### config.mk
export PLATFORM = sky130hd
export DESIGN_NAME = tia_playfield_scan_controller
export DESIGN_NICKNAME = d
export VERILOG_FILES = /design/src/rtl/tia_playfield_scan_controller.sv
export SDC_FILE = /design/constraint.sdc
export NUM_CORES = 1
export LEC_CHECK = 0
export CAP_MARGIN = 20
export CELL_PAD_IN_SITES_DETAIL_PLACEMENT = 1
export CELL_PAD_IN_SITES_GLOBAL_PLACEMENT = 1
export CORE_ASPECT_RATIO = 1.5
export CORE_UTILIZATION = 40
export CTS_BUF_LIST = sky130_fd_sc_hd__clkbuf_4
export DETAILED_ROUTE_END_ITERATION = 7
export PLACE_DENSITY = 0.83
export SYNTH_ARGS = -nofsm -noshare
export SYNTH_HDL_FRONTEND = slang
export SYNTH_SLANG_ARGS = --single-unit
### constraint.sdc
create_clock -name clk -period 6.1 [get_ports clk]
set_input_delay 1.83 -clock clk [delete_from_list [all_inputs] [get_ports clk]]
set_output_delay 1.83 -clock clk [all_outputs]
set_load 0.02 [all_outputs]
### src/rtl/tia_playfield_scan_controller.sv
// Playfield scan controller: holds PF0/PF1/PF2/CTRLPF and walks the 20-bit
// playfield across the 160 visible color clocks of a scanline.
module tia_playfield_scan_controller #(
    parameter int CLKS_PER_BIT = 4,
    parameter int HALF_BITS    = 20
) (
    input  logic       clk,
    input  logic       rst_n,
    input  logic       hblank_end,
    input  logic       wr_en,
    input  logic [5:0] wr_addr,
    input  logic [7:0] wr_data,
    output logic       pf_out,
    output logic       pf_active,
    output logic       pf_half,
    output logic [4:0] pf_bit_idx,
    output logic [1:0] pf_color_sel,
    output logic       pf_priority
);

    // state  | meaning
    // IDLE   | outside the visible line, playfield blanked
    // LEFT   | left half, bits shown in index order
    // RIGHT  | right half, order set by reflect_latched
    localparam logic [1:0] ST_IDLE  = 2'd0;
    localparam logic [1:0] ST_LEFT  = 2'd1;
    localparam logic [1:0] ST_RIGHT = 2'd2;

    localparam int SUB_W = (CLKS_PER_BIT > 1) ? $clog2(CLKS_PER_BIT) : 1;
    localparam logic [SUB_W-1:0] SUB_LAST = SUB_W'(CLKS_PER_BIT - 1);
    localparam logic [4:0]       IDX_LAST = 5'(HALF_BITS - 1);

    localparam logic [5:0] ADDR_CTRLPF = 6'h0A;
    localparam logic [5:0] ADDR_PF0    = 6'h0D;
    localparam logic [5:0] ADDR_PF1    = 6'h0E;
    localparam logic [5:0] ADDR_PF2    = 6'h0F;

    logic [3:0]       pf0_reg;
    logic [7:0]       pf1_reg;
    logic [7:0]       pf2_reg;
    logic             ctrl_reflect;
    logic             ctrl_score;
    logic             ctrl_priority;

    logic [1:0]       state;
    logic [SUB_W-1:0] sub;
    logic [4:0]       idx;
    logic             reflect_latched;

    logic [HALF_BITS-1:0] pf_bits;
    logic                 active;
    logic                 half;
    logic [4:0]           disp_idx;

    // CPU-visible registers; PF0 keeps only its upper nibble (D7..D4 -> [3:0]).
    always_ff @(posedge clk or negedge rst_n) begin
        if (!rst_n) begin
            pf0_reg       <= 4'd0;
            pf1_reg       <= 8'd0;
            pf2_reg       <= 8'd0;
            ctrl_reflect  <= 1'b0;
            ctrl_score    <= 1'b0;
            ctrl_priority <= 1'b0;
        end else if (wr_en) begin
            case (wr_addr)
                ADDR_CTRLPF: begin
                    ctrl_reflect  <= wr_data[0];
                    ctrl_score    <= wr_data[1];
                    ctrl_priority <= wr_data[2];
                end
                ADDR_PF0: pf0_reg <= wr_data[7:4];
                ADDR_PF1: pf1_reg <= wr_data;
                ADDR_PF2: pf2_reg <= wr_data;
                default: ;
            endcase
        end
    end

    // hblank_end restarts the line from any state, including the last RIGHT edge.
    always_ff @(posedge clk or negedge rst_n) begin
        if (!rst_n) begin
            state           <= ST_IDLE;
            sub             <= '0;
            idx             <= 5'd0;
            reflect_latched <= 1'b0;
        end else if (hblank_end) begin
            state <= ST_LEFT;
            sub   <= '0;
            idx   <= 5'd0;
        end else begin
            case (state)
                ST_LEFT, ST_RIGHT: begin
                    if (sub == SUB_LAST) begin
                        sub <= '0;
                        if (idx == IDX_LAST) begin
                            idx <= 5'd0;
                            if (state == ST_LEFT) begin
                                state           <= ST_RIGHT;
                                reflect_latched <= ctrl_reflect;
                            end else begin
                                state <= ST_IDLE;
                            end
                        end else begin
                            idx <= idx + 5'd1;
                        end
                    end else begin
                        sub <= sub + 1'b1;
                    end
                end
                default: begin
                    state <= ST_IDLE;
                    sub   <= '0;
                    idx   <= 5'd0;
                end
            endcase
        end
    end

    // Scan-order bit vector: PF0 D4..D7, PF1 D7..D0, PF2 D0..D7.
    always_comb begin
        pf_bits = '0;
        for (int i = 0; i < 4; i++) begin
            pf_bits[i] = pf0_reg[i];
        end
        for (int i = 0; i < 8; i++) begin
            pf_bits[4 + i]  = pf1_reg[7 - i];
            pf_bits[12 + i] = pf2_reg[i];
        end
    end

    always_comb begin
        active   = (state == ST_LEFT) || (state == ST_RIGHT);
        half     = (state == ST_RIGHT);
        disp_idx = 5'd0;
        if (active) begin
            disp_idx = (half && reflect_latched) ? (IDX_LAST - idx) : idx;
        end
    end

    assign pf_out       = active & pf_bits[disp_idx];
    assign pf_active    = active;
    assign pf_half      = half;
    assign pf_bit_idx   = disp_idx;
    assign pf_color_sel = ctrl_score ? (half ? 2'd2 : 2'd1) : 2'd0;
    assign pf_priority  = ctrl_priority;

endmodule

### After elaboration in Yosys (flattened, before gate mapping)

Cells that the tools add are included.

* $add $sub $neg: 3
* magnitude comparators: 1
* eq/ne operators: 10
* muxes and demuxes: 18
* bitwise logic cells: 2
* reduce and logical (&&, ||, !) cells: 9

Operators by type and width (number)
* 5-bit 2-to-1 mux: 6
* 6-bit by 4-bit == test with 1-bit output (second input constant): 4
* 2-bit 2-to-1 mux: 10
* 2-bit AND reduction: 5
* 5-bit by 6-bit less-than comparator with 1-bit output (second input constant): 1
* 3-bit != test (second input constant): 2
* 5-bit by 1-bit adder with 5-bit output (second input constant): 1
* 1-bit binary-select mux with 5-bit select: 1
* 5-bit == test (second input constant): 1
* 5-bit AND reduction: 1
* 5-bit subtractor (first input constant): 1
* 2-bit == test (second input constant): 2
* 2-bit by 1-bit adder with 2-bit output (second input constant): 1
* 2-bit by 1-bit == test with 1-bit output (second input constant): 1
* 2-bit OR reduction: 1
* 1-bit AND: 1
* 1-bit logical AND: 1
* 1-bit logical OR: 1
* 1-bit 2-to-1 mux: 1
* 1-bit NOT: 1

* flip-flop bits (word level): 33
* input bits: 18
* output and inout port bits: 11

### Logic depth before layout (Yosys ltp)

Gate-level depths: netlist of the first run.

* depth in word-level cells: 7
* mapped depth: 9

### Least setup slack after synthesis of the first run

OpenSTA, ideal clock, no wires.

* kind: reg2out
* from: register state[0]
* to: output pf_out
* arrival time: 2182 ps
* required time: 4270 ps
* setup slack: 2088 ps
* cell stages (with the launch flop): 9
* path buffers: 0
* cells stage by stage: dfrtp_1 > inv_1 > ha_1 > nand2_2 > or2_4 > a21oi_4 > mux4_2 > a21oi_2 > a211oi_2

* cells in the longest elaborated chain, start to end: 7
* elaborated cells between the ends (all ways): 9
* classes of those cells: 2 x eq/ne; 4 x mux; 1 x bitwise; 2 x reduce/logical

RTL lines
* from (decl): line 45 `logic [1:0] state;`
* from (signal assigned): line 82 `state <= ST_IDLE;`
* from (signal assigned): line 87 `state <= ST_LEFT;`
* from (signal assigned): line 98 `state <= ST_RIGHT;`
* 2-bit == test (*): line 133 `half = (state == ST_RIGHT);`
* via pf_half: line 15 `output logic pf_half,`
* 1-bit logical AND: line 136 `disp_idx = (half && reflect_latched) ? (IDX_LAST - idx) : idx;`
* 5-bit 2-to-1 mux: line 136
* 5-bit 2-to-1 mux (*): line 135 `if (active) begin`
* via pf_bit_idx[1]: line 16 `output logic [4:0] pf_bit_idx,`
* 1-bit binary-select mux with 5-bit select (*): line 140 `assign pf_out = active & pf_bits[disp_idx];`
* 1-bit 2-to-1 mux (implied by the code) (*): line 140
* 1-bit AND (*): line 140
* to (decl): line 13 `output logic pf_out,`

The timed path passes the listed nets; every way through them passes the cells marked *. The select of a mux whose other input is x is not followed.

### Final worst setup path of the first run

* from: register state[0]
* to: output pf_out

* cells in the longest elaborated chain, start to end: 7
* elaborated cells between the ends (all ways): 9
* classes of those cells: 2 x eq/ne; 4 x mux; 1 x bitwise; 2 x reduce/logical

RTL lines (line)
* 2-bit == test: 132, 133
* 1-bit logical AND: 136
* 5-bit 2-to-1 mux: 136
* 5-bit 2-to-1 mux: 135
* 1-bit binary-select mux with 5-bit select: 140
* 1-bit 2-to-1 mux (implied by the code): 140
* 1-bit AND (*): 140

Every way passes the cells marked *; elsewhere a longest branch is shown, timed or not. The select of a mux whose other input is x is not followed.

==> results by stage, run 1 <==
Run status:
- The flow ran to the end, but the final reports show violations.
- The checks that failed: DRC.

Detailed routing:
- The count of nets left with antenna violations once routing finished came out at 0.
- Using the TritonRoute via totals, the vias-per-cell ratio works out to 5.95.
- The routed wire length per instance is 19.5 um.
- The total wire length is 4.57 mm.
- The total via count after detailed routing is 1393.
- After the first detailed-routing iteration, the DRC count stood at 15.
- After detailed routing, the number of remaining DRC violations is 4.
- The first detailed-routing pass ran for 6 iterations.

Global routing:
- The total routing resource utilization after global routing is 0.217.
- The pin count of the biggest net entering global routing is 34.
- The first global-routing pass estimated 7.84 mm of wire.
- The initial antenna violation count is 0.
- The via count of the first global-routing pass is 1592.
- The total overflow left after global routing is 0.

Floorplanning:
- Measured along the x axis, the die boundary spans 57.2 um.
- For this configuration, the core starts out at a cell density of 0.424.
- The I/O pin total is 29.
- The height of the chip is 84.8 um.
- After floorplanning, the core was divided into 29 placement rows.
- The placeable core region is 4320 um^2.
- The area enclosed by the die boundary is 4850 um^2.

Placed design:
- The count of port buffers added during placement is 28.
- The congestion estimate from routability-driven global placement came to 0.874.
- The half-perimeter wire length after detailed placement is 3.57 mm.

Synthesis:
- Of all flip-flops after synthesis, the portion carrying an async set or reset was 1.00.
- Counting every net in the synthesized netlist gives 178.
- The number of different library cells in the post-synthesis netlist is 40.
- In this run, synthesis produced a sequential element count of 33.
- The most used flip-flop cell after synthesis is sky130_fd_sc_hd__dfrtp_1.
- The post-synthesis sequential area ratio is 0.451.
- The fraction of post-synthesis cell area in the top cell type by area is 0.451.
- The number of cells produced by synthesis is 154.
- Summing every instance area after synthesis gives 1830 um^2.
- The synthesized design spends more area on one cell type than any other, namely sky130_fd_sc_hd__dfrtp_1.
- Dividing the synthesized area by the synthesized cell count gives 11.9 um^2.
- The synthesized design contains 0 enable-type register cells.
- For this run, the number of Yosys warnings is 0.
- Yosys attributes the largest share of cell area to sky130_fd_sc_hd__dfrtp_1, sky130_fd_sc_hd__mux2_2, sky130_fd_sc_hd__ha_1, sky130_fd_sc_hd__mux2i_1, sky130_fd_sc_hd__nor2_1.

Final layout:
- The total inserted antenna cells is 0.
- The fraction of layout instances using a drive strength above 1 is 0.271.
- Leaving out fill and tap cells, the most frequent cell in the layout is sky130_fd_sc_hd__dfrtp_1.
- For this run, the share of the core covered by cells in the final layout is 0.517.
- At the end of the flow, the number of nets in the layout was 211.
- In the layout the commonest cells are sky130_fd_sc_hd__dfrtp_1, sky130_fd_sc_hd__mux2_2, sky130_fd_sc_hd__clkdlybuf4s50_1, sky130_fd_sc_hd__nor2_1, sky130_fd_sc_hd__mux2i_1.
- From synthesis to final layout, the design area changed by 22.0%.

Timing:
- Setup repair after global routing left no endpoint under its margin.
- The setup TNS after final layout is 0 ns.
- The count of final max-slew check failures was 0.
- The portion of the clock cycle consumed by the worst path in the final layout is 0.826.
- The transition at the pin with the smallest max-transition slack is 0.576 ns.
- The post-route minimum period is 5.04 ns.
- Timing would allow up to 198 MHz.
- In this run the tightest slew margin relative to its limit is 0.616.
- The worst-case clock skew is 0.00696 ns.
- The final count of hold timing violations came to 0.
- The total of endpoints with negative setup slack in the final report is 0.

Critical path:
- The worst setup path is of the register to output port kind.
- The critical path goes through inv_1, ha_1, nand2_2, a211oi_2, nor2_1, o311ai_0, nand3_1, a211oi_2, clkdlybuf4s50_1.
- The worst register-to-register path ends at idx[3].
- In this run the register-to-register setup slack is 4.21 ns.
- STA puts the critical path data arrival time at 3.21 ns.
- The worst path buffer plus inverter count is 2.
- The category of cells accounting for the largest share of critical-path delay is compound AO/OA/AOI/OAI gates.
- The peak per-stage delay on the critical path is 0.64 ns.
- Along the worst path, the maximum fanout reaches 9.
- STA classifies the critical path startpoint as a register.
- The required time at the worst-slack endpoint is 4.27 ns.
- The endpoint class of the critical path is an output port.
- The highest-delay cell along the critical path is sky130_fd_sc_hd__clkdlybuf4s50_1.
- The worst register-to-register path has a depth of 6.
- The cell that appears most often on the critical path is sky130_fd_sc_hd__a211oi_2.
- The worst register-to-register path begins at state[0].

Pwr:
- The switching share of power is 0.288.
- The static power due to leakage is 0.964 nW.
- The share of power burned in the clock network is 0.313.
- The power after layout is 534 uW.
- The share of total power dissipated in combinational logic is 0.201.
- The net switching power is 154 uW.
- The internal power is 380 uW.
- Of the total power, registers draw 0.486.
- The peak supply drop is 0.126 mV.
- In this run the power density over the cells is 239 nW/um^2.

Clock tree:
- The TritonCTS clock tree is built.
- The setup fix buffers added after clock tree synthesis is 0.
- For the worst-skew pair, the clock arrives at the later sink with an insertion delay of 0.36 ns.
- The clock tree synthesis step divided the H-tree into 2 levels.
- The number of buffers inserted during clock tree synthesis is 5.
- Counting every sink on the clock net gives 33.
- In this run, post-CTS hold repair placed 0 buffers.
- In this run, post-CTS repair resized a total of 0 instances.
- The deepest clock path buffer count is 2.
- The clock root buffer master is sky130_fd_sc_hd__clkbuf_4.
- Clock-pin slew was measured on the worst setup and hold paths at 0.10 ns.

Worst hold path:
- Counting instances, the worst hold path has a depth of 1.
- In this run the worst hold path is classified as register to register.
- The startpoint of the most critical hold path is sub[0].
- The path with the worst hold slack has its endpoint at sub[0].

Flow run:
- The count of maximum capacitance violations is 0.
[cell type report]
cell class / count / area (um^2)
clock buffer: 5 / 37.5
sequential: 33 / 826
clock inverter: 3 / 41.3
fill: 465 / 2090
timing repair buffer: 29 / 288
multi-input combinational: 113 / 963
inverter: 5 / 18.8
tap: 46 / 57.6
[routing by layer]
metal / vias up / GRT usage / share of wire
met5: - / 0 / 0
met4: 0 / 0.0865 / 0.022
met3: 13 / 0.0518 / 0.041
met2: 38 / 0.400 / 0.57
met1: 713 / 0.233 / 0.37
li1: 629 / - / -
[logic make-up after synthesis]
group                      after synthesis  synth area share
AOI/OAI and AO/OA                       19            0.0896
xor gates and xnor gates                 4            0.0192
adders and majority gates                6            0.0410
buffers and inverters                    8            0.0219
DFF                                     33             0.451
muxes                                   38             0.235
and+or+nand+nor                         46             0.142
[Yosys cell counts (2+ instances only)]
| library cell | n |
|---|---|
| sky130_fd_sc_hd__nor3_1 | 2 |
| sky130_fd_sc_hd__and4bb_2 | 2 |
| sky130_fd_sc_hd__o22ai_1 | 2 |
| sky130_fd_sc_hd__a21oi_1 | 3 |
| sky130_fd_sc_hd__or3_1 | 2 |
| sky130_fd_sc_hd__mux2_2 | 30 |
| sky130_fd_sc_hd__ha_1 | 6 |
| sky130_fd_sc_hd__buf_2 | 2 |
| sky130_fd_sc_hd__nand2_1 | 3 |
| sky130_fd_sc_hd__dfrtp_1 | 33 |
| sky130_fd_sc_hd__nor2_1 | 16 |
| sky130_fd_sc_hd__o311ai_0 | 2 |
| sky130_fd_sc_hd__a21oi_4 | 2 |
| sky130_fd_sc_hd__mux2i_1 | 7 |
| sky130_fd_sc_hd__nand3_1 | 5 |
| sky130_fd_sc_hd__xnor2_1 | 3 |
| sky130_fd_sc_hd__inv_1 | 5 |
| sky130_fd_sc_hd__a211oi_2 | 2 |
| sky130_fd_sc_hd__o21ai_0 | 2 |
| sky130_fd_sc_hd__nand3b_1 | 2 |
| sky130_fd_sc_hd__nand4_1 | 4 |
[stage by stage]
step | worst slack [ns] | hold WS [ns] | cells | area (um^2)
floorplan | 2.09 | 0.410 | 154 | 1830
global placement | 1.73 | 0.424 | 226 | 2150
detailed placement | 1.44 | 0.431 | 226 | 2150
CTS | 1.03 | 0.445 | 234 | 2230
global route | 0.833 | 0.467 | 234 | 2230
finish | 1.06 | 0.437 | 234 | 2230
[worst max-delay path by stage]
stage | startpoint | end | slack, ns | cells past startpoint
after global placement | idx[0] | pf_out | 1.73 | 6
final | state[0] | pf_out | 1.06 | 9
after global routing | state[0] | pf_out | 0.83 | 9
after floorplan | state[0] | pf_out | 2.09 | 8
after CTS | state[0] | pf_out | 1.03 | 9
after detailed placement | state[0] | pf_out | 1.44 | 9
[power by group through the flow]
| stage | Combinational (mW) | Clock [mW] | Sequential, mW |
|---|---|---|---|
| after CTS | 0.109 | 0.169 | 0.260 |
| after global routing | 0.118 | 0.176 | 0.263 |
| after detailed placement | 0.109 | 0 | 0.264 |
| after global placement | 0.102 | 0 | 0.262 |
| final | 0.107 | 0.167 | 0.259 |
| after floorplan | 0.0641 | 0 | 0.258 |
Note: power is estimated with default switching activity, not from simulation.
==> run 2, diff against run 1 <==
--- a/config.mk
+++ b/config.mk
@@ -12,7 +12,7 @@
 export CORE_UTILIZATION = 40
 export CTS_BUF_LIST = sky130_fd_sc_hd__clkbuf_4
 export DETAILED_ROUTE_END_ITERATION = 7
-export PLACE_DENSITY = 0.83
+export PLACE_DENSITY = 0.86
 export SYNTH_ARGS = -nofsm -noshare
 export SYNTH_HDL_FRONTEND = slang
 export SYNTH_SLANG_ARGS = --single-unit
==> constraint.sdc (replaced) <==
create_clock -name clk -period 4.2 [get_ports clk]
set_input_delay 1.26 -clock clk [delete_from_list [all_inputs] [get_ports clk]]
set_output_delay 1.26 -clock clk [all_outputs]
set_load 0.02 [all_outputs]
==> run 2 against run 1 <==
  * The run now ends clean
  * Clock-buffer cell count increased by 3
  * Cell area decreased by 0.11%
  * Power increased by 35%
  * Via count decreased by 2.1%
  * Critical path type unchanged
  * Critical endpoint unchanged
  * Largest cell class unchanged
  * Highest routed layer unchanged
==> results by stage, run 2 (synthesized netlist as in run 1, its figures left out) <==
Critical path:
- The worst setup path is launched from a register.
- The setup slack of the most critical reg-to-reg path was 2.37 ns (-1.84 ns).
- The critical path class is register to output port.
- The worst endpoint data arrival time is 2.72 ns (-0.49 ns).
- The largest fanout of any net on the critical path is 9 (unchanged).
- The required time at the worst-slack endpoint is 2.94 ns (-1.33 ns).
- STA classifies the critical path endpoint as an output port.

Final layout:
- The total inserted antenna cells came to 0 (unchanged).
- Relative to the synthesized area, the layout overhead comes to 21.9%.
- The area taken by flip-flops and latches was 826 um^2 (unchanged).
- In the layout the commonest cells are sky130_fd_sc_hd__dfrtp_1, sky130_fd_sc_hd__mux2_2, sky130_fd_sc_hd__clkdlybuf4s50_1, sky130_fd_sc_hd__nor2_1, sky130_fd_sc_hd__clkbuf_4.
- The final layout net count was 213 (+0.95%).
- The number of fill cells came to 464 (-0.22%).
- The area of the multi-input gates came to 966 um^2 (+0.26%).
- The most common cell after layout, fill and taps aside is sky130_fd_sc_hd__dfrtp_1.
- The final cell utilization of the core was 0.516 (-0.000580).
- The fraction of layout instances using a drive strength above 1 is 0.289 (+0.0182).

Floorplanning:
- The initial cell density of the core is 0.424 (unchanged).
- The I/O pin total is 29 (unchanged).
- The placeable core region is 4320 um^2 (unchanged).
- The area enclosed by the die boundary is 4850 um^2 (unchanged).
- The height of the chip is 84.8 um (unchanged).
- The die width is 57.2 um (unchanged).
- The number of rows created at floorplan came to 29 (unchanged).

Global routing:
- The total routing resource utilization after global routing is 0.212 (-0.00528).
- The global-route wire length before repair came to 7.75 mm (-1.1%).
- The via count of the first global-routing pass is 1541 (-3.2%).
- The pin count of the biggest net entering global routing is 34 (unchanged).
- The initial antenna violation count came to 0 (unchanged).
- The global-route congestion overflow total is 0 (unchanged).

Timing:
- The portion of the clock cycle consumed by the worst path in the final layout is 0.947.
- The worst-case clock skew is 0.00606 ns (-0.000897 ns).
- The count of final max-slew check failures was 0 (unchanged).
- The total of endpoints with negative setup slack in the final report is 0 (unchanged).
- The transition at the pin with the smallest max-transition slack is 0.486 ns (-0.0897 ns).
- Setup repair after global routing left no endpoint under its margin.
- The normalized max-slew margin is 0.675 (+0.0588).
- The setup TNS after final layout is 0 ns (unchanged).
- The final count of hold timing violations came to 0 (unchanged).
- The worst setup margin is 0.223 ns (-0.836 ns).
- The highest clock rate is 251 MHz.
- The worst path in the final design needs a cycle of 3.98 ns, including I/O delays and setup.

Clock tree:
- The post-CTS clock slew at the launch and capture registers of the worst setup and hold paths is 0.10 ns (about the same).
- The number of buffers inserted during clock tree synthesis was 5 (unchanged).
- The cts-stage hold buffer count is 0 (unchanged).
- The deepest clock path buffer count is 2 (unchanged).
- The count of clock tree sinks is 33 (unchanged).
- The number of levels the H-tree was split into is 2 (unchanged).
- The source-to-sink clock delay at the later pin of the worst-skew pair is 0.34 ns (-0.02 ns).
- The TritonCTS clock tree is built.
- The setup fix buffers added after clock tree synthesis is 0 (unchanged).
- The number of resized instances in the post-cts repair step is 2 (+2).
- The clock root buffer master is sky130_fd_sc_hd__clkbuf_4.

Pwr:
- The static power due to leakage is 0.975 nW (+1.1%).
- The power density relative to cell area is 324 nW/um^2 (+36%).
- The peak supply drop is 0.225 mV (+78%).

Detailed routing:
- The number of nets with antenna violations after detailed routing is 0 (unchanged).
- The length of the first detailed-routing pass in iterations came to 4 (-2).
- The total wire length is 4.61 mm (+0.94%).
- The routed wire length per instance came to 19.5 um (about the same).
- The remaining routing DRC violations is 0 (-4).
- The iteration-0 DRC count of the detailed router is 29 (+14).
- The per-cell via count in the routed design came to 5.78 (-2.9%).
- The total via count after detailed routing is 1364 (-2.1%).

Placed design:
- The count of port buffers added during placement is 28 (unchanged).
- The half-perimeter wire length after detailed placement is 3.65 mm (+2.4%).
- The worst slack after detailed placement is 0.248 ns (-1.19 ns).
- The final estimated routing congestion in global placement was 0.856 (-2.1%).

Flow run:
- The count of maximum capacitance violations is 0 (unchanged).

Run status:
- The flow ran to the end, and the final reports show no timing, DRC or antenna violations.

Worst hold path:
- The class of the worst hold path is register to register.
## run 2: cell types whose count changed in the layout (fill, tap and decap cells not counted)
cell,previous run,this run
sky130_fd_sc_hd__dlygate4sd2_1,0,1
sky130_fd_sc_hd__buf_4,1,3
sky130_fd_sc_hd__ha_1,6,5
sky130_fd_sc_hd__clkbuf_4,5,8
sky130_fd_sc_hd__clkinvlp_4,1,0
sky130_fd_sc_hd__ha_2,0,1
sky130_fd_sc_hd__bufinv_16,1,0
sky130_fd_sc_hd__clkdlybuf4s50_1,28,27
sky130_fd_sc_hd__clkinv_1,1,0
## run 2: layout make-up
type | instances | area share
Timing Repair Buffer | 31 | 0.135
Clock buffer | 8 | 0.0269
Inverter | 5 | 0.00842
Tap cell | 46 | 0.0258
Sequential cell | 33 | 0.370
Multi-Input combinational cell | 113 | 0.433
## run 2: stage by stage
step	instances	hold slack, ns	power (mW)	instance area, um^2
after floorplan	154	0.410	0.468	1830
after global placement	228	0.422	0.526	2170
after detailed placement	228	0.432	0.540	2170
after CTS	236	0.446	0.731	2230
after global routing	236	0.470	0.760	2230
final	236	0.439	0.723	2230
## run 2: path summary, 6_finish.rpt
path                       depth (start not counted)     start          to
hold / removal                                     1    sub[0]      sub[0]
hold reg to reg                                    1    sub[0]      sub[0]
setup / recovery                                   8  state[0]      pf_out
min in group asynchronous                          2     rst_n    state[0]
max in group asynchronous                          2     rst_n  pf2_reg[4]
setup reg to reg                                   6  state[0]      idx[4]
## run 2: where the power goes
group / internal (mW) / switching, mW / total [mW]
combinational: 0.0772 / 0.0797 / 0.157
clock: 0.0860 / 0.104 / 0.190
sequential: 0.353 / 0.0232 / 0.376
## run 2: routing by layer
layer  share of wire  up-vias  track usage
met5               0        -            0
met4           0.018        0       0.0710
met3           0.030        9       0.0457
met2            0.57       25        0.398
met1            0.38      693        0.230
li1                -      637            -
## run 2: worst max-delay path: stages (launching register included)
cell and delay (ns):
sky130_fd_sc_hd__dfrtp_1 0.41, sky130_fd_sc_hd__inv_1 0.09, sky130_fd_sc_hd__ha_2 0.27, sky130_fd_sc_hd__nand3b_1 0.17
sky130_fd_sc_hd__a21oi_4 0.28, sky130_fd_sc_hd__mux4_2 0.56, sky130_fd_sc_hd__a21oi_2 0.16, sky130_fd_sc_hd__a211oi_2 0.09
sky130_fd_sc_hd__dlygate4sd2_1 0.33
==> run 3, diff against run 2 <==
==> constraint.sdc (replaced) <==
create_clock -name clk -period 3.25 [get_ports clk]
set_input_delay 0.975 -clock clk [delete_from_list [all_inputs] [get_ports clk]]
set_output_delay 0.975 -clock clk [all_outputs]
set_load 0.02 [all_outputs]
==> run 3 against run 2 <==
  * The flow now finishes with violations (setup timing)
  * Cell count is 8.5% higher
  * Clock skew is essentially flat
  * Critical path depth down 1
  * Utilization is 4.0 points higher
  * Cell area up 7.7%
  * Largest power group unchanged
  * Wire length grew 13%
  * Clock-buffer cell count decreased by 3
  * Register-to-register slack worse by 0.92 ns
  * Combinational power increased by 51%
  * Critical endpoint unchanged
  * Sequential share of layout area shrank 2.7 points
  * Hold slack better by 0.0061 ns
==> results by stage, run 3 (synthesized netlist as in run 1, its figures left out) <==
Clock tree:
- The cts-stage hold buffer count is 0 (unchanged).
- The clock root buffer master is sky130_fd_sc_hd__clkbuf_4.
- The count of clock tree sinks is 33 (unchanged).
- The post-CTS clock slew at the launch and capture registers of the worst setup and hold paths came to 0.10 ns (about the same).
- The number of levels the H-tree was split into is 2 (unchanged).
- TritonCTS built the clock tree.
- The source-to-sink clock delay at the later pin of the worst-skew pair is 0.34 ns (about the same).
- The number of buffers inserted during clock tree synthesis is 5 (unchanged).
- The deepest clock path buffer count is 2 (unchanged).

Timing:
- The total of endpoints with negative setup slack in the final report is 1 (+1).
- The count of final max-slew check failures is 0 (unchanged).
- The transition at the pin with the smallest max-transition slack came to 0.497 ns (+0.0107 ns).
- The worst setup margin was -0.121 ns (-0.344 ns).
- Dividing the final minimum period by the clock period gives 1.04.
- The routed design could run at a clock period as short as 3.37 ns.
- The setup TNS after final layout came to -0.121 ns (-0.121 ns).
- The highest clock rate is 297 MHz.
- The worst-case clock skew was 0.00611 ns (+0.0000506 ns).
- The normalized max-slew margin is 0.667 (-0.00794).
- Setup repair after global routing could not meet its margin everywhere.
- The final count of hold timing violations is 0 (unchanged).

Detailed routing:
- The total wire length is 5.19 mm (+13%).
- The number of nets with antenna violations after detailed routing is 0 (unchanged).
- The total via count after detailed routing is 1444 (+5.9%).
- The remaining routing DRC violations came to 0 (unchanged).
- The routed wire length per instance is 20.3 um (+3.8%).
- The length of the first detailed-routing pass in iterations is 4 (unchanged).
- The per-cell via count in the routed design is 5.64 (-2.4%).
- The iteration-0 DRC count of the detailed router is 24 (-17%).

Pwr:
- The power density relative to cell area is 394 nW/um^2 (+22%).
- The peak supply drop was 0.233 mV (+3.4%).
- The power after layout is 947 uW (+31%).
- The static power due to leakage is 1.11 nW (+13%).

Floorplanning:
- The I/O pin total is 29 (unchanged).
- The initial cell density of the core came to 0.424 (unchanged).
- The die width was 57.2 um (unchanged).
- The placeable core region is 4320 um^2 (unchanged).
- The area enclosed by the die boundary is 4850 um^2 (unchanged).
- The height of the chip came to 84.8 um (unchanged).
- The number of rows created at floorplan is 29 (unchanged).

Final layout:
- The area taken by flip-flops and latches is 826 um^2 (unchanged).
- The area of the multi-input gates is 996 um^2 (+3.1%).
- In the layout the commonest cells are sky130_fd_sc_hd__dfrtp_1, sky130_fd_sc_hd__mux2_2, sky130_fd_sc_hd__clkdlybuf4s50_1, sky130_fd_sc_hd__buf_4, sky130_fd_sc_hd__nor2_1.
- The final cell utilization of the core is 0.556 (+0.0400).
- Leaving out fill and tap cells, the most frequent cell in the layout is sky130_fd_sc_hd__dfrtp_1.
- The total non-filler cell area in the finished layout is 2400 um^2 (+7.7%).
- The final layout net count is 233 (+9.4%).
- The total inserted antenna cells is 0 (unchanged).
- The fraction of layout instances using a drive strength above 1 was 0.362 (+0.0724).
- The layout overhead on the synthesized area is 31.3%.
- The number of fill cells is 454 (-2.2%).

Global routing:
- The pin count of the biggest net entering global routing came to 34 (unchanged).
- The met2 usage in global routing is 0.449 (+0.0513).
- The met1 track demand over resource is 0.265 (+0.0355).
- The global-route congestion overflow total is 0 (unchanged).
- The initial antenna violation count is 0 (unchanged).
- The via count of the first global-routing pass is 1699 (+10%).
- The global-route wire length before repair came to 8.80 mm (+14%).
- The global-route layer with the greatest usage is met2.
- The met3 usage is 0.0335 (-0.0122).
- The total routing resource utilization after global routing is 0.244 (+0.0321).

Critical path:
- The critical path class is register to output port.
- The worst endpoint data arrival time is 2.40 ns (-0.32 ns).
- STA classifies the critical path startpoint as a register.
- The required time at the worst-slack endpoint is 2.27 ns (-0.67 ns).
- The endpoint class of the critical path is an output port.
- The largest fanout of any net on the critical path came to 6 (-3).

Placed design:
- The placement-stage cell area was 2300 um^2 (+6.2%).
- The count of port buffers added during placement is 28 (unchanged).
- The half-perimeter wire length after detailed placement is 4.04 mm (+11%).
- The final estimated routing congestion in global placement is 0.947 (+11%).
- The worst slack after detailed placement is -0.303 ns (-0.551 ns).

Run status:
- The flow ran to the end, but the final reports show violations.
- The checks that failed: setup timing.

Worst hold path:
- The class of the worst hold path is register to register.

Flow run:
- The count of maximum capacitance violations is 0 (unchanged).
[run 3: cell types whose count changed in the layout (fill, tap and decap cells not counted), moves of 2 or more]
cell and delta:
sky130_fd_sc_hd__buf_4 +21, sky130_fd_sc_hd__clkbuf_4 -3, sky130_fd_sc_hd__clkdlybuf4s50_1 -3, sky130_fd_sc_hd__clkinv_1 +2
sky130_fd_sc_hd__dlymetal6s2s_1 +2, sky130_fd_sc_hd__o311ai_0 -2, sky130_fd_sc_hd__o311ai_1 +2
[run 3: worst paths after layout]
check | start | to | slack [ns] | cells past startpoint
worst min register to register | sub[0] | sub[0] | 0.45 | 1
max in group asynchronous | rst_n | pf1_reg[7] | 1.91 | 2
worst max register to register | state[0] | idx[3] | 1.45 | 7
worst max-delay path | state[1] | pf_out | -0.12 | 7
min in group asynchronous | rst_n | pf1_reg[3] | 1.03 | 2
worst min-delay path | sub[0] | sub[0] | 0.45 | 1
[run 3: power breakdown]
part,internal [mW],switching [mW],total [mW]
Combinational,0.123,0.114,0.237
Sequential,0.457,0.0322,0.489
Clock,0.0781,0.143,0.222
[run 3: critical path: stages, from the launching register on]
cell,delay [ns]
sky130_fd_sc_hd__dfrtp_1,0.42
sky130_fd_sc_hd__ha_4,0.19
sky130_fd_sc_hd__a21bo_2,0.23
sky130_fd_sc_hd__a21oi_4,0.21
sky130_fd_sc_hd__mux4_2,0.56
sky130_fd_sc_hd__a21oi_2,0.18
sky130_fd_sc_hd__a211oi_2,0.09
sky130_fd_sc_hd__buf_4,0.17
[run 3: layout make-up]
type / count / share of cell area
Sequential cell: 33 / 0.344
Inverter: 5 / 0.00781
Clock buffer: 5 / 0.0156
Clock inverter: 3 / 0.00521
Multi-Input combinational cell: 113 / 0.415
Tap cell: 46 / 0.0240
Timing Repair Buffer: 51 / 0.189
[run 3: through the flow]
stage,instances,hold WS (ns)
after floorplan,154,0.410
after global placement,246,0.421
after CTS,255,0.451
after detailed placement,246,0.436
final,256,0.445
after global routing,256,0.459
[run 3: timing repair]
item / in CTS / in global routing
setup endpoints to repair: 5 / 3
buffers inserted: 1 / 1
gates resized for setup: 10 / 6
pin swaps: 2 / 0
gates cloned: 0 / 0
[run 3: routing by layer]
| layer | vias up | wire length, um |
|---|---|---|
| met5 | - | 0 |
| met4 | 0 | 198 |
| met3 | 14 | 116 |
| met2 | 32 | 2970 |
| met1 | 727 | 1900 |
| li1 | 671 | - |
